$ cat src/rtl/i2s_clk_ctrl.sv
// rtl/i2s_clk_ctrl.sv - I2S BCLK/LRCLK generator with frame-aligned run/stop and rate changes
module i2s_clk_ctrl #(
  parameter int DIV_W    = 4,
  parameter int SLOT_W   = 6,
  parameter int DEF_HALF = 1,
  parameter int DEF_SLOT = 31
) (
  input  logic              MCLK,
  input  logic              MRST,
  input  logic              en,
  input  logic              cfg_valid,
  output logic              cfg_ready,
  input  logic [DIV_W-1:0]  cfg_bclk_half,
  input  logic [SLOT_W-1:0] cfg_slot_bits,
  output logic              BCLK,
  output logic              LRCLK,
  output logic              bclk_rise_stb,
  output logic              bclk_fall_stb,
  output logic              frame_stb,
  output logic              running
);

  typedef enum logic [1:0] {IDLE, RUN, STOPPING} state_t;

  state_t            state;
  logic [DIV_W-1:0]  half_q, pend_half, div_cnt;
  logic [SLOT_W-1:0] slot_q, pend_slot, bit_cnt;
  logic              pend_valid;

  logic              xfer;
  logic [SLOT_W-1:0] slot_clamped;
  logic              div_wrap, fall_edge, slot_end, frame_end;

  assign cfg_ready    = (state == IDLE) || !pend_valid;
  assign xfer         = cfg_valid && cfg_ready;
  assign slot_clamped = (cfg_slot_bits == '0) ? SLOT_W'(1) : cfg_slot_bits;
  assign running      = (state != IDLE);

  // A frame ends on the falling BCLK edge that closes the right slot.
  assign div_wrap  = (div_cnt == half_q);
  assign fall_edge = div_wrap && BCLK;
  assign slot_end  = fall_edge && (bit_cnt == slot_q);
  assign frame_end = slot_end && LRCLK;

  always_ff @(posedge MCLK) begin
    if (MRST) begin
      state         <= IDLE;
      half_q        <= DIV_W'(DEF_HALF);
      slot_q        <= SLOT_W'(DEF_SLOT);
      pend_half     <= '0;
      pend_slot     <= '0;
      pend_valid    <= 1'b0;
      div_cnt       <= '0;
      bit_cnt       <= '0;
      BCLK          <= 1'b0;
      LRCLK         <= 1'b0;
      bclk_rise_stb <= 1'b0;
      bclk_fall_stb <= 1'b0;
      frame_stb     <= 1'b0;
    end else begin
      bclk_rise_stb <= 1'b0;
      bclk_fall_stb <= 1'b0;
      frame_stb     <= 1'b0;
      case (state)
        IDLE: begin
          div_cnt    <= '0;
          bit_cnt    <= '0;
          BCLK       <= 1'b0;
          LRCLK      <= 1'b0;
          pend_valid <= 1'b0;
          if (xfer) begin
            half_q <= cfg_bclk_half;
            slot_q <= slot_clamped;
          end else if (pend_valid) begin
            half_q <= pend_half;
            slot_q <= pend_slot;
          end
          if (en) begin
            state     <= RUN;
            frame_stb <= 1'b1;
          end
        end
        default: begin
          state <= en ? RUN : STOPPING;
          if (div_wrap) begin
            div_cnt       <= '0;
            BCLK          <= ~BCLK;
            bclk_rise_stb <= ~BCLK;
            bclk_fall_stb <= BCLK;
          end else begin
            div_cnt <= div_cnt + DIV_W'(1);
          end
          if (fall_edge) begin
            if (slot_end) begin
              bit_cnt <= '0;
              LRCLK   <= ~LRCLK;
            end else begin
              bit_cnt <= bit_cnt + SLOT_W'(1);
            end
          end
          if (frame_end) begin
            if (pend_valid) begin
              half_q     <= pend_half;
              slot_q     <= pend_slot;
              pend_valid <= 1'b0;
            end
            if (state == STOPPING && !en) state <= IDLE;
            else frame_stb <= 1'b1;
          end
          // Offered on a boundary edge, a config still waits for the following frame.
          if (xfer) begin
            pend_half  <= cfg_bclk_half;
            pend_slot  <= slot_clamped;
            pend_valid <= 1'b1;
          end
        end
      endcase
    end
  end

endmodule

$ cat config.mk
export PLATFORM = sky130hd
export DESIGN_NAME = i2s_clk_ctrl
export DESIGN_NICKNAME = d
export VERILOG_FILES = /design/src/rtl/i2s_clk_ctrl.sv
export SDC_FILE = /design/constraint.sdc
export NUM_CORES = 1
export LEC_CHECK = 0
export CAP_MARGIN = 15
export CORE_ASPECT_RATIO = 1.4
export CORE_MARGIN = 3
export CORE_UTILIZATION = 55
export CTS_CLUSTER_SIZE = 14
export DETAILED_ROUTE_END_ITERATION = 7
export PLACE_DENSITY = 0.75
export SYNTH_ARGS = -nofsm -noshare
export SYNTH_HDL_FRONTEND = slang
export SYNTH_SLANG_ARGS = --single-unit
$ cat constraint.sdc
create_clock -name MCLK -period 4.5 [get_ports MCLK]
set_input_delay 1.125 -clock MCLK [delete_from_list [all_inputs] [get_ports MCLK]]
set_output_delay 1.125 -clock MCLK [all_outputs]
set_load 0.02 [all_outputs]
==> PnR_summary.wiki, run 1 <==
{| class="wikitable"
! Metric !! Value
|-
| Placed wire-length estimate || 2550 µm
|-
| Inserted Clock Buffers || 5
|-
| Clock tree from TritonCTS || built
|-
| Layout overhead on the synthesized area || 16.9%
|-
| Global Route Usage Sum || 20.9%
|-
| IO Count || 21
|-
| Slew Viols, Final || 0
|-
| Overall via count from detail_route || 1408
|-
| Total leakage power || 0.783 nW
|-
| Min Tclk post-route || 2.94 ns
|-
| Cell types with the highest counts after synthesis || sky130_fd_sc_hd__nor2_1 (40), sky130_fd_sc_hd__dfxtp_1 (38), sky130_fd_sc_hd__mux2i_1 (28)
|-
| Run status || finished, final reports clean
|-
| Total wire length after detailed routing || 3730 µm
|-
| Path depth of the worst reg2reg path || 5
|-
| Critical path startpoint category || flop
|-
| Num rows || 24
|-
| Worst-path cell chain || nand2_1, clkdlybuf4s50_1
|-
| Post-detailed-route via-to-cell ratio || 5.54
|-
| Worst path slowest cell || sky130_fd_sc_hd__dfxtp_1
|-
| Worst Setup Slack post-DPL || 1.53 ns
|-
| Worst max-slew margin expressed relative to the limit || 32.3%
|-
| Area of the core || 3150 µm²
|-
| Filler cell count in the final layout || 279
|-
| Placement Cell Area || 2040 µm²
|-
| Beginning of the worst register-to-register path || half_q[1]
|-
| Data required time at the worst endpoint || 3.38 ns
|-
| Synth Area per Inst || 9.26 µm²
|-
| Sum of overflow across all layers after global routing || 0
|-
| Area of all placed cells without fillers || 2130 µm²
|-
| Insertion delay to the later sink of the worst-skew pair || 0.29 ns
|-
| Achievable frequency || 340 MHz
|-
| Number of nets in the synthesized netlist || 213
|-
| Highest net fanout along the worst path || 14
|-
| Cell family contributing the most delay on the critical path || flip-flops
|-
| Hold Vio Cnt, Final || 0
|-
| Slowest cell delay on critical path || 0.82 ns
|-
| Antenna Nets Post-Route || 0
|-
| Count of TritonRoute iterations in the first routing pass || 4
|-
| Final Cycle Share || 65.3%
|-
| Vertical die dimension || 74.1 µm
|-
| Overall die area || 4050 µm²
|-
| Hold path startpoint || div_cnt[0]
|-
| First-pass GRT wire length || 6050 µm
|-
| Category of the critical setup timing path || flop to output pin
|-
| Transition time at the pin with the least slew margin || 1.01 ns
|-
| Die Width || 54.7 µm
|-
| Cell count after synthesis || 197
|-
| Hold WC Path Type || flop to flop
|-
| Synth Register Bits || 38
|-
| Average detailed-routed wire length per instance || 14.7 µm
|-
| Final sum of negative setup slack || 0 ns
|-
| Cts-stage hold buffer count || 0
|-
| Clk root buf || sky130_fd_sc_hd__clkbuf_8
|-
| Setup slack of the worst register-to-register path || 2.21 ns
|-
| Number of global-route vias before repair || 1389
|-
| RSZ-0062 raised after global routing || false
|-
| Most area-hungry cell type in the Yosys netlist || sky130_fd_sc_hd__dfxtp_1
|-
| Slack of the critical path || 1.56 ns
|-
| MaxCap Viol Count || 0
|-
| Maximum count of clock buffers along a single path || 2
|-
| Buf/Inv on CP || 1
|-
| Initial antenna violation count || 0
|-
| Warnings, synthesis || 0
|-
| Sequential share of the synthesized area || 41.7%
|-
| Synth Flop Type || sky130_fd_sc_hd__dfxtp_1
|-
| Pin count of the biggest net entering global routing || 34
|-
| Largest clock skew in the final design || 0.00519 ns
|-
| End of the worst register-to-register path || half_q[0]
|-
| Post-cts gate resize count || 0
|-
| Number of buffers inserted by port buffering || 20
|-
| Most frequent cell after synthesis || sky130_fd_sc_hd__nor2_1
|-
| CTS clock-pin slew for the worst setup and hold paths || 0.08 ns
|-
| Remaining DRCs || 0
|-
| Setup fix buffers added after clock tree synthesis || 0
|-
| Count of H-tree levels built during CTS || 2
|-
| Data arrival time of the critical path || 1.81 ns
|-
| Portion of synthesized cell area occupied by the leading cell type || 41.7%
|-
| Total Power || 0.709 mW
|-
| Critical path endpoint category || output pin
|-
| Async set-reset flop share out of synthesis || 0%
|-
| Layout Nets || 230
|-
| Maximum resistive drop on vdd || 0.308 mV
|-
| Worst hold endpoint || div_cnt[0]
|-
| Top cells by area in the synthesized netlist || sky130_fd_sc_hd__dfxtp_1 (42%), sky130_fd_sc_hd__mux2i_1 (15%), sky130_fd_sc_hd__nor2_1 (8.2%), sky130_fd_sc_hd__xnor2_1 (4.3%), sky130_fd_sc_hd__xor2_1 (3.8%)
|-
| Netlist area before placement || 1820 µm²
|-
| Final setup violation count || 0
|-
| Hold Path Depth || 1
|-
| Antenna fix cells || 0
|-
| Count of different cell masters after synthesis || 34
|-
| Final Wtd Congestion || 0.727
|-
| Initial Utilization || 57.9%
|-
| DRC violation total after the first TritonRoute iteration || 14
|-
| Power Density || 333 nW/µm²
|-
| Clock sink total || 38
|-
| Layout cells sized above 1 || 8.37%
|-
| EDFF count, synth || 0
|}
worst reg2reg max path, stage by stage, from the launching register on:
cell and delay (ns):
sky130_fd_sc_hd__dfxtp_1 0.34, sky130_fd_sc_hd__xor2_1 0.20, sky130_fd_sc_hd__nor4_4 0.53, sky130_fd_sc_hd__nor4b_4 0.51, sky130_fd_sc_hd__a21oi_2 0.34, sky130_fd_sc_hd__mux2i_1 0.22
sequential cells by signal (all words and copies together), names as in the netlist:
register	flops
state	2
frame_stb	1
BCLK	1
pend_slot	6
LRCLK	1
pend_valid	1
bclk_rise_stb	1
half_q	4
div_cnt	4
bit_cnt	6
pend_half	4
slot_q	6
bclk_fall_stb	1
per-stage QoR:
stage               hold slack [ns]  instances  utilization [%]
finish                        0.489        254             67.6
detailed placement            0.475        246             64.6
global placement              0.454        246             64.6
CTS                           0.492        254             67.6
floorplan                     0.440        197                -
global route                  0.517        254             67.6
cell type report:
cell class	count	area, µm²	share of cell area [%]
Sequential cell	38	761	35.7
Clock buffer	6	82.6	3.87
Multi-Input combinational cell	144	1000	47.1
Inverter	4	15.0	0.704
Clock inverter	2	12.5	0.587
Tap cell	39	48.8	2.29
Timing Repair Buffer	21	208	9.74
worst max-delay path by stage:
stage	slack (ns)	cells after the start	end	startpoint
after floorplan	2.16	5	slot_q[0]	cfg_valid
after CTS	1.54	2	cfg_ready	pend_valid
after detailed placement	1.53	4	pend_slot[4]	cfg_valid
after global placement	1.58	4	pend_slot[5]	cfg_valid
after global routing	1.50	4	cfg_ready	state[0]
final	1.56	2	cfg_ready	pend_valid
metal layers:
layer	routed length [µm]	global-route usage (%)
met5	0	0
met4	104	10.2
met3	119	5.81
met2	1910	35.8
met1	1600	23.0
power by group:
part           internal (mW)  total, mW  switching (mW)
Clock                  0.123      0.243           0.120
Sequential             0.352      0.367          0.0151
Combinational         0.0495     0.0991          0.0496
Total                  0.524      0.709           0.185
layout by cell type (no fill, tap or decap):
cell type                         count
sky130_fd_sc_hd__nor3b_1              1
sky130_fd_sc_hd__clkdlybuf4s50_1     20
sky130_fd_sc_hd__ha_1                 2
sky130_fd_sc_hd__a211oi_1             2
sky130_fd_sc_hd__a31oi_1              1
sky130_fd_sc_hd__nor4_4               1
sky130_fd_sc_hd__a21oi_2              1
sky130_fd_sc_hd__mux2_2               1
sky130_fd_sc_hd__or3b_2               1
sky130_fd_sc_hd__nor4b_4              1
sky130_fd_sc_hd__inv_1                4
sky130_fd_sc_hd__clkbuf_8             6
sky130_fd_sc_hd__buf_4                1
sky130_fd_sc_hd__nor2b_1              1
sky130_fd_sc_hd__a211o_1              4
sky130_fd_sc_hd__nand2b_1             5
sky130_fd_sc_hd__xor2_1               8
sky130_fd_sc_hd__xnor2_1              9
sky130_fd_sc_hd__a21oi_1              9
sky130_fd_sc_hd__or2_2                2
sky130_fd_sc_hd__o2111ai_1            1
sky130_fd_sc_hd__and3_1               1
sky130_fd_sc_hd__nor3_2               1
sky130_fd_sc_hd__dfxtp_1             38
sky130_fd_sc_hd__a311oi_1             2
sky130_fd_sc_hd__nor2_1              40
sky130_fd_sc_hd__mux2i_1             28
sky130_fd_sc_hd__nor3b_2              1
sky130_fd_sc_hd__nor3_1               4
sky130_fd_sc_hd__nand3_1              4
sky130_fd_sc_hd__nand4_1              1
sky130_fd_sc_hd__clkinvlp_4           1
sky130_fd_sc_hd__clkinv_2             1
sky130_fd_sc_hd__or4_1                2
sky130_fd_sc_hd__a2bb2oi_1            2
sky130_fd_sc_hd__nand2_1              7
sky130_fd_sc_hd__o21bai_1             1
kinds of logic after synthesis:
logic type,Yosys count,share of synthesized area [%]
mux,29,16.0
flops,38,41.7
simple gates,73,20.4
xor+xnor,17,8.16
buf+inv,15,3.50
fa+ha+maj,2,1.37
compound gates,23,8.85
(Power assumes the default switching activity.)
==> run 2, diff against run 1 <==
==> constraint.sdc (replaced) <==
create_clock -name MCLK -period 3.03 [get_ports MCLK]
set_input_delay 0.7575 -clock MCLK [delete_from_list [all_inputs] [get_ports MCLK]]
set_output_delay 0.7575 -clock MCLK [all_outputs]
set_load 0.02 [all_outputs]
==> PnR_summary.wiki, run 2 (synthesis results as in run 1) <==
{| class="wikitable"
! Metric !! Value
|-
| Run status || finished, final reports clean
|-
| Global Route Usage Sum || 21.2% (+0.27 points)
|-
| Count of TritonRoute iterations in the first routing pass || 4 (unchanged)
|-
| Data arrival time of the critical path || 1.83 ns (+0.02 ns)
|-
| Hold WC Path Type || flop to flop
|-
| Total wire length after detailed routing || 3620 µm (-3.0%)
|-
| Power Density || 486 nW/µm² (+46%)
|-
| Overall via count from detail_route || 1435 (+1.9%)
|-
| Inserted Clock Buffers || 5 (unchanged)
|-
| Count of H-tree levels built during CTS || 2 (unchanged)
|-
| Pin count of the biggest net entering global routing || 33 (-2.9%)
|-
| Clock sink total || 38 (unchanged)
|-
| MaxCap Viol Count || 0 (unchanged)
|-
| Post-placement cell count || 249 (+1.2%)
|-
| Biggest registers after layout || bit_cnt: 6 flops, pend_slot: 6 flops, slot_q: 6 flops
|-
| Number of global-route vias before repair || 1387 (-0.14%)
|-
| Maximum count of clock buffers along a single path || 2 (unchanged)
|-
| CTS clock-pin slew for the worst setup and hold paths || 0.07 ns (about the same)
|-
| Total Power || 1.04 mW (+47%)
|-
| Worst max-slew margin expressed relative to the limit || 44.0% (+12 points)
|-
| Maximum resistive drop on vdd || 0.386 mV (+25%)
|-
| Cell family contributing the most delay on the critical path || buffers and inverters
|-
| Sequential share of power || 51.8% (about the same)
|-
| Overall die area || 4050 µm² (unchanged)
|-
| CP Launch Point || state[0]
|-
| Worst Setup Slack post-DPL || 0.524 ns (-1.01 ns)
|-
| Switching power || 0.265 mW (+43%)
|-
| Highest net fanout along the worst path || 5 (-9)
|-
| First-pass GRT wire length || 6260 µm (+3.4%)
|-
| Slew Viols, Final || 0 (unchanged)
|-
| Achievable frequency || 387 MHz
|-
| Buf/Inv on CP || 2 (+1)
|-
| Antenna fix cells || 0 (unchanged)
|-
| Hold Vio Cnt, Final || 0 (unchanged)
|-
| Share of power burned in the clock network || 33.8% (-0.5 points)
|-
| Clk root buf || sky130_fd_sc_hd__clkbuf_8
|-
| Fraction of power spent switching nets || 25.3% (-0.77 points)
|-
| Min Tclk post-route || 2.59 ns
|-
| Total leakage power || 0.800 nW (+2.2%)
|-
| Initial Utilization || 57.9% (unchanged)
|-
| Critical path endpoint category || output pin
|-
| Worst-path cell chain || nor2_1, inv_1, nand2_1, clkdlybuf4s50_1
|-
| Final setup violation count || 0 (unchanged)
|-
| Beginning of the worst register-to-register path || half_q[1]
|-
| Largest clock skew in the final design || 0.00543 ns (+0.000243 ns)
|-
| Sum of overflow across all layers after global routing || 0 (unchanged)
|-
| Setup fix buffers added after clock tree synthesis || 0 (unchanged)
|-
| Transition time at the pin with the least slew margin || 0.841 ns (-0.171 ns)
|-
| Initial antenna violation count || 0 (unchanged)
|-
| Slowest cell delay on critical path || 0.60 ns (-0.22 ns)
|-
| Placement Cell Area || 2060 µm² (+1.1%)
|-
| Antenna Nets Post-Route || 0 (unchanged)
|-
| Die Width || 54.7 µm (unchanged)
|-
| Area of the core || 3150 µm² (unchanged)
|-
| Remaining DRCs || 0 (unchanged)
|-
| Vertical die dimension || 74.1 µm (unchanged)
|-
| Placed wire-length estimate || 2680 µm (+5.1%)
|-
| Worst path slowest cell || sky130_fd_sc_hd__clkdlybuf4s50_1
|-
| Post-detailed-route via-to-cell ratio || 5.58 (+0.73%)
|-
| Commonest cells after routing, fill and taps aside || sky130_fd_sc_hd__nor2_1 (40), sky130_fd_sc_hd__dfxtp_1 (38), sky130_fd_sc_hd__mux2i_1 (28), sky130_fd_sc_hd__clkdlybuf4s50_1 (20)
|-
| Final core utilization || 68.2% (+0.60 points)
|-
| Category of the critical setup timing path || flop to output pin
|-
| Final Cycle Share || 85.3%
|-
| DRC violation total after the first TritonRoute iteration || 31 (+17)
|-
| Layout Nets || 233 (+1.3%)
|-
| Critical path startpoint category || flop
|-
| Worst hold slack || 0.486 ns (-0.00258 ns)
|-
| Layout cells sized above 1 || 9.17% (+0.80 points)
|-
| RSZ-0062 raised after global routing || false
|-
| Slack of the critical path || 0.444 ns (-1.12 ns)
|-
| Number of buffers inserted by port buffering || 20 (unchanged)
|-
| Insertion delay to the later sink of the worst-skew pair || 0.29 ns (about the same)
|-
| Final cell count without fillers || 257 (+1.2%)
|-
| Combinational group share of total power || 14.4% (+0.4 points)
|-
| Average detailed-routed wire length per instance || 14.1 µm (-4.1%)
|-
| Data required time at the worst endpoint || 2.27 ns (-1.11 ns)
|-
| Leading cell type in the layout, fill and taps excluded || sky130_fd_sc_hd__nor2_1
|-
| Hold path startpoint || div_cnt[0]
|-
| Area of all placed cells without fillers || 2150 µm² (+0.88%)
|-
| Clock tree from TritonCTS || built
|-
| Layout overhead on the synthesized area || 17.9%
|-
| IO Count || 21 (unchanged)
|-
| Final Wtd Congestion || 0.711 (-2.3%)
|-
| Num rows || 24 (unchanged)
|-
| Cts-stage hold buffer count || 0 (unchanged)
|-
| Final sum of negative setup slack || 0 ns (unchanged)
|-
| Post-cts gate resize count || 0 (unchanged)
|-
| Internal power summed over all cells || 0.780 mW (+49%)
|}
==> run 2: cell types whose count changed in the layout (fill, tap and decap cells not counted) <==
cell	before	now
sky130_fd_sc_hd__clkinvlp_4	1	0
sky130_fd_sc_hd__buf_4	1	4
sky130_fd_sc_hd__clkbuf_1	0	1
==> run 2: final timing paths <==
kind	to	slack, ns	depth (start not counted)
worst min register to register	div_cnt[0]	0.49	1
worst max-delay path	cfg_ready	0.44	4
worst max register to register	bit_cnt[5]	0.92	5
worst min-delay path	div_cnt[0]	0.49	1
==> run 2: per-layer routing <==
layer	vias up	track usage, %	share of wire [%]
li1	715	-	-
met1	694	25.2	41
met2	20	35.5	54
met3	6	6.01	3.6
met4	0	7.48	1.3
met5	-	0	0
==> run 2: layout make-up <==
type	instances	area (µm²)
multi-input combinational	144	1000
fill	255	1000
sequential	38	761
timing repair buffer	24	230
clock buffer	7	86.3
tap	39	48.8
inverter	4	15.0
clock inverter	1	5.00
==> run 2: power by group through the flow <==
stage                     clock network, mW  logic (mW)  registers [mW]
after floorplan                           0       0.106           0.549
after global placement                    0       0.145           0.552
after detailed placement                  0       0.151           0.553
after CTS                             0.358       0.151           0.541
after global routing                  0.380       0.166           0.544
final                                 0.353       0.150           0.541
==> run 3, diff against run 2 <==
--- a/config.mk
+++ b/config.mk
@@ -9,9 +9,11 @@
 export CORE_ASPECT_RATIO = 1.4
 export CORE_MARGIN = 3
 export CORE_UTILIZATION = 55
-export CTS_CLUSTER_SIZE = 14
+export CTS_CLUSTER_SIZE = 30
 export DETAILED_ROUTE_END_ITERATION = 7
+export MAX_ROUTING_LAYER = met4
 export PLACE_DENSITY = 0.75
+export SETUP_SLACK_MARGIN = 0.02
 export SYNTH_ARGS = -nofsm -noshare
 export SYNTH_HDL_FRONTEND = slang
 export SYNTH_SLANG_ARGS = --single-unit
==> PnR_summary.wiki, run 3 (synthesis results as in run 1) <==
{| class="wikitable"
! Metric !! Value
|-
| Run status || finished, final reports clean
|-
| Layout overhead on the synthesized area || 17.9% (unchanged)
|-
| Fraction of power spent switching nets || 25.2% (-0.13 points)
|-
| Category of the critical setup timing path || flop to output pin
|-
| Total wire length after detailed routing || 3590 µm (-0.69%)
|-
| Combinational group share of total power || 14.4% (about the same)
|-
| Achievable frequency || 387 MHz (about the same)
|-
| Post-cts gate resize count || 0 (unchanged)
|-
| Maximum count of clock buffers along a single path || 2 (unchanged)
|-
| Critical path startpoint category || flop
|-
| Power Density || 485 nW/µm² (-0.17%)
|-
| First-pass GRT wire length || 6300 µm (+0.66%)
|-
| IO Count || 21 (unchanged)
|-
| RSZ-0062 raised after global routing || false
|-
| Maximum resistive drop on vdd || 0.386 mV (about the same)
|-
| DRC violation total after the first TritonRoute iteration || 29 (-6.5%)
|-
| Count of H-tree levels built during CTS || 2 (unchanged)
|-
| Final Wtd Congestion || 0.719 (+1.1%)
|-
| Total Power || 1.04 mW (-0.17%)
|-
| Internal power summed over all cells || 0.780 mW (about the same)
|-
| Number of global-route vias before repair || 1377 (-0.72%)
|-
| Data arrival time of the critical path || 1.83 ns (about the same)
|-
| Setup fix buffers added after clock tree synthesis || 0 (unchanged)
|-
| Global Route Usage Sum || 21.9% (+0.71 points)
|-
| Final cell count without fillers || 257 (unchanged)
|-
| Share of power burned in the clock network || 33.7% (about the same)
|-
| Die Width || 54.7 µm (unchanged)
|-
| Slew Viols, Final || 0 (unchanged)
|-
| Num rows || 24 (unchanged)
|-
| Worst max-slew margin expressed relative to the limit || 44.3% (+0.32 points)
|-
| Sequential share of power || 51.9% (about the same)
|-
| Area of the core || 3150 µm² (unchanged)
|-
| Path depth of the worst reg2reg path || 5 (unchanged)
|-
| Placed wire-length estimate || 2680 µm (unchanged)
|-
| Remaining DRCs || 0 (unchanged)
|-
| Largest clock skew in the final design || 0.00361 ns (-0.00182 ns)
|-
| Antenna fix cells || 0 (unchanged)
|-
| CTS clock-pin slew for the worst setup and hold paths || 0.07 ns (about the same)
|-
| Sum of overflow across all layers after global routing || 0 (unchanged)
|-
| MaxCap Viol Count || 0 (unchanged)
|-
| Overall via count from detail_route || 1427 (-0.56%)
|-
| Commonest cells after routing, fill and taps aside || sky130_fd_sc_hd__nor2_1 (40), sky130_fd_sc_hd__dfxtp_1 (38), sky130_fd_sc_hd__mux2i_1 (28), sky130_fd_sc_hd__clkdlybuf4s50_1 (20)
|-
| Initial antenna violation count || 0 (unchanged)
|-
| Highest net fanout along the worst path || 5 (unchanged)
|-
| Final setup violation count || 0 (unchanged)
|-
| Hold path startpoint || div_cnt[0]
|-
| Total leakage power || 0.800 nW (unchanged)
|-
| Final sum of negative setup slack || 0 ns (unchanged)
|-
| Hold WC Path Type || flop to flop
|-
| Beginning of the worst register-to-register path || half_q[1]
|-
| Layout cells sized above 1 || 9.17% (unchanged)
|-
| Inserted Clock Buffers || 5 (unchanged)
|-
| Clock tree from TritonCTS || built
|-
| Final Cycle Share || 85.3% (about the same)
|-
| Count of TritonRoute iterations in the first routing pass || 4 (unchanged)
|-
| Post-placement cell count || 249 (unchanged)
|-
| Layout Nets || 233 (unchanged)
|-
| Pin count of the biggest net entering global routing || 33 (unchanged)
|-
| Critical path endpoint category || output pin
|-
| Min Tclk post-route || 2.58 ns (-0.00135 ns)
|-
| Vertical die dimension || 74.1 µm (unchanged)
|-
| Number of buffers inserted by port buffering || 20 (unchanged)
|-
| Insertion delay to the later sink of the worst-skew pair || 0.29 ns (about the same)
|-
| Clock sink total || 38 (unchanged)
|-
| Clk root buf || sky130_fd_sc_hd__clkbuf_8
|-
| Post-detailed-route via-to-cell ratio || 5.55 (-0.56%)
|-
| Final core utilization || 68.2% (unchanged)
|-
| Hold Path Depth || 1 (unchanged)
|-
| Data required time at the worst endpoint || 2.27 ns (about the same)
|-
| Biggest registers after layout || bit_cnt: 6 flops, pend_slot: 6 flops, slot_q: 6 flops
|-
| Antenna Nets Post-Route || 0 (unchanged)
|-
| Filler cell count in the final layout || 255 (unchanged)
|-
| Initial Utilization || 57.9% (unchanged)
|-
| Average detailed-routed wire length per instance || 14.0 µm (-0.69%)
|-
| Overall die area || 4050 µm² (unchanged)
|-
| CP Launch Point || state[0]
|-
| Cts-stage hold buffer count || 0 (unchanged)
|-
| Hold Vio Cnt, Final || 0 (unchanged)
|-
| Switching power || 0.263 mW (-0.67%)
|-
| Leading cell type in the layout, fill and taps excluded || sky130_fd_sc_hd__nor2_1
|-
| Transition time at the pin with the least slew margin || 0.836 ns (-0.00478 ns)
|}
[run 3: cell counts in the layout (fill, tap and decap cells not counted)]
No cell type changed its count.
[run 3: layer usage]
layer	part of all wire (%)	global-route usage, %	vias to the layer above
li1	-	-	716
met1	40	25.7	685
met2	55	35.3	20
met3	3.7	6.01	6
met4	1.3	7.48	0
met5	0	-	-
[run 3: through the flow]
step                hold WS (ns)  instance area (µm²)  setup slack [ns]
finish                     0.486                 2150             0.446
global route               0.520                 2150             0.345
CTS                        0.494                 2150             0.457
detailed placement         0.477                 2060             0.524
global placement           0.453                 2060             0.586
floorplan                  0.440                 1820              1.06
[run 3: path summary, 6_finish.rpt]
check / end / slack [ns]
worst max register to register: bit_cnt[5] / 0.93
worst min-delay path: div_cnt[0] / 0.49
worst min register to register: div_cnt[0] / 0.49
worst max-delay path: cfg_ready / 0.45
[run 3: critical path, cell delays in order, from the launching register on]
cell and delay, ns:
sky130_fd_sc_hd__dfxtp_1 0.33, sky130_fd_sc_hd__nor2_1 0.36, sky130_fd_sc_hd__inv_1 0.16, sky130_fd_sc_hd__nand2_1 0.10
sky130_fd_sc_hd__clkdlybuf4s50_1 0.60
[run 3: cell type report]
type | instances | area [µm²] | area share (%)
Timing Repair Buffer | 24 | 230 | 10.7
Inverter | 4 | 15.0 | 0.698
Clock buffer | 7 | 86.3 | 4.01
Clock inverter | 1 | 5.00 | 0.233
Multi-Input combinational cell | 144 | 1000 | 46.7
Sequential cell | 38 | 761 | 35.4
Tap cell | 39 | 48.8 | 2.27
[run 3: power by group through the flow]
stage / Clock, mW / Sequential (mW) / Combinational (mW)
2_1_floorplan: 0 / 0.549 / 0.106
6_report: 0.352 / 0.541 / 0.150
4_1_cts: 0.358 / 0.541 / 0.151
3_3_place_gp: 0 / 0.552 / 0.145
5_1_grt: 0.381 / 0.544 / 0.166
3_5_place_dp: 0 / 0.553 / 0.151
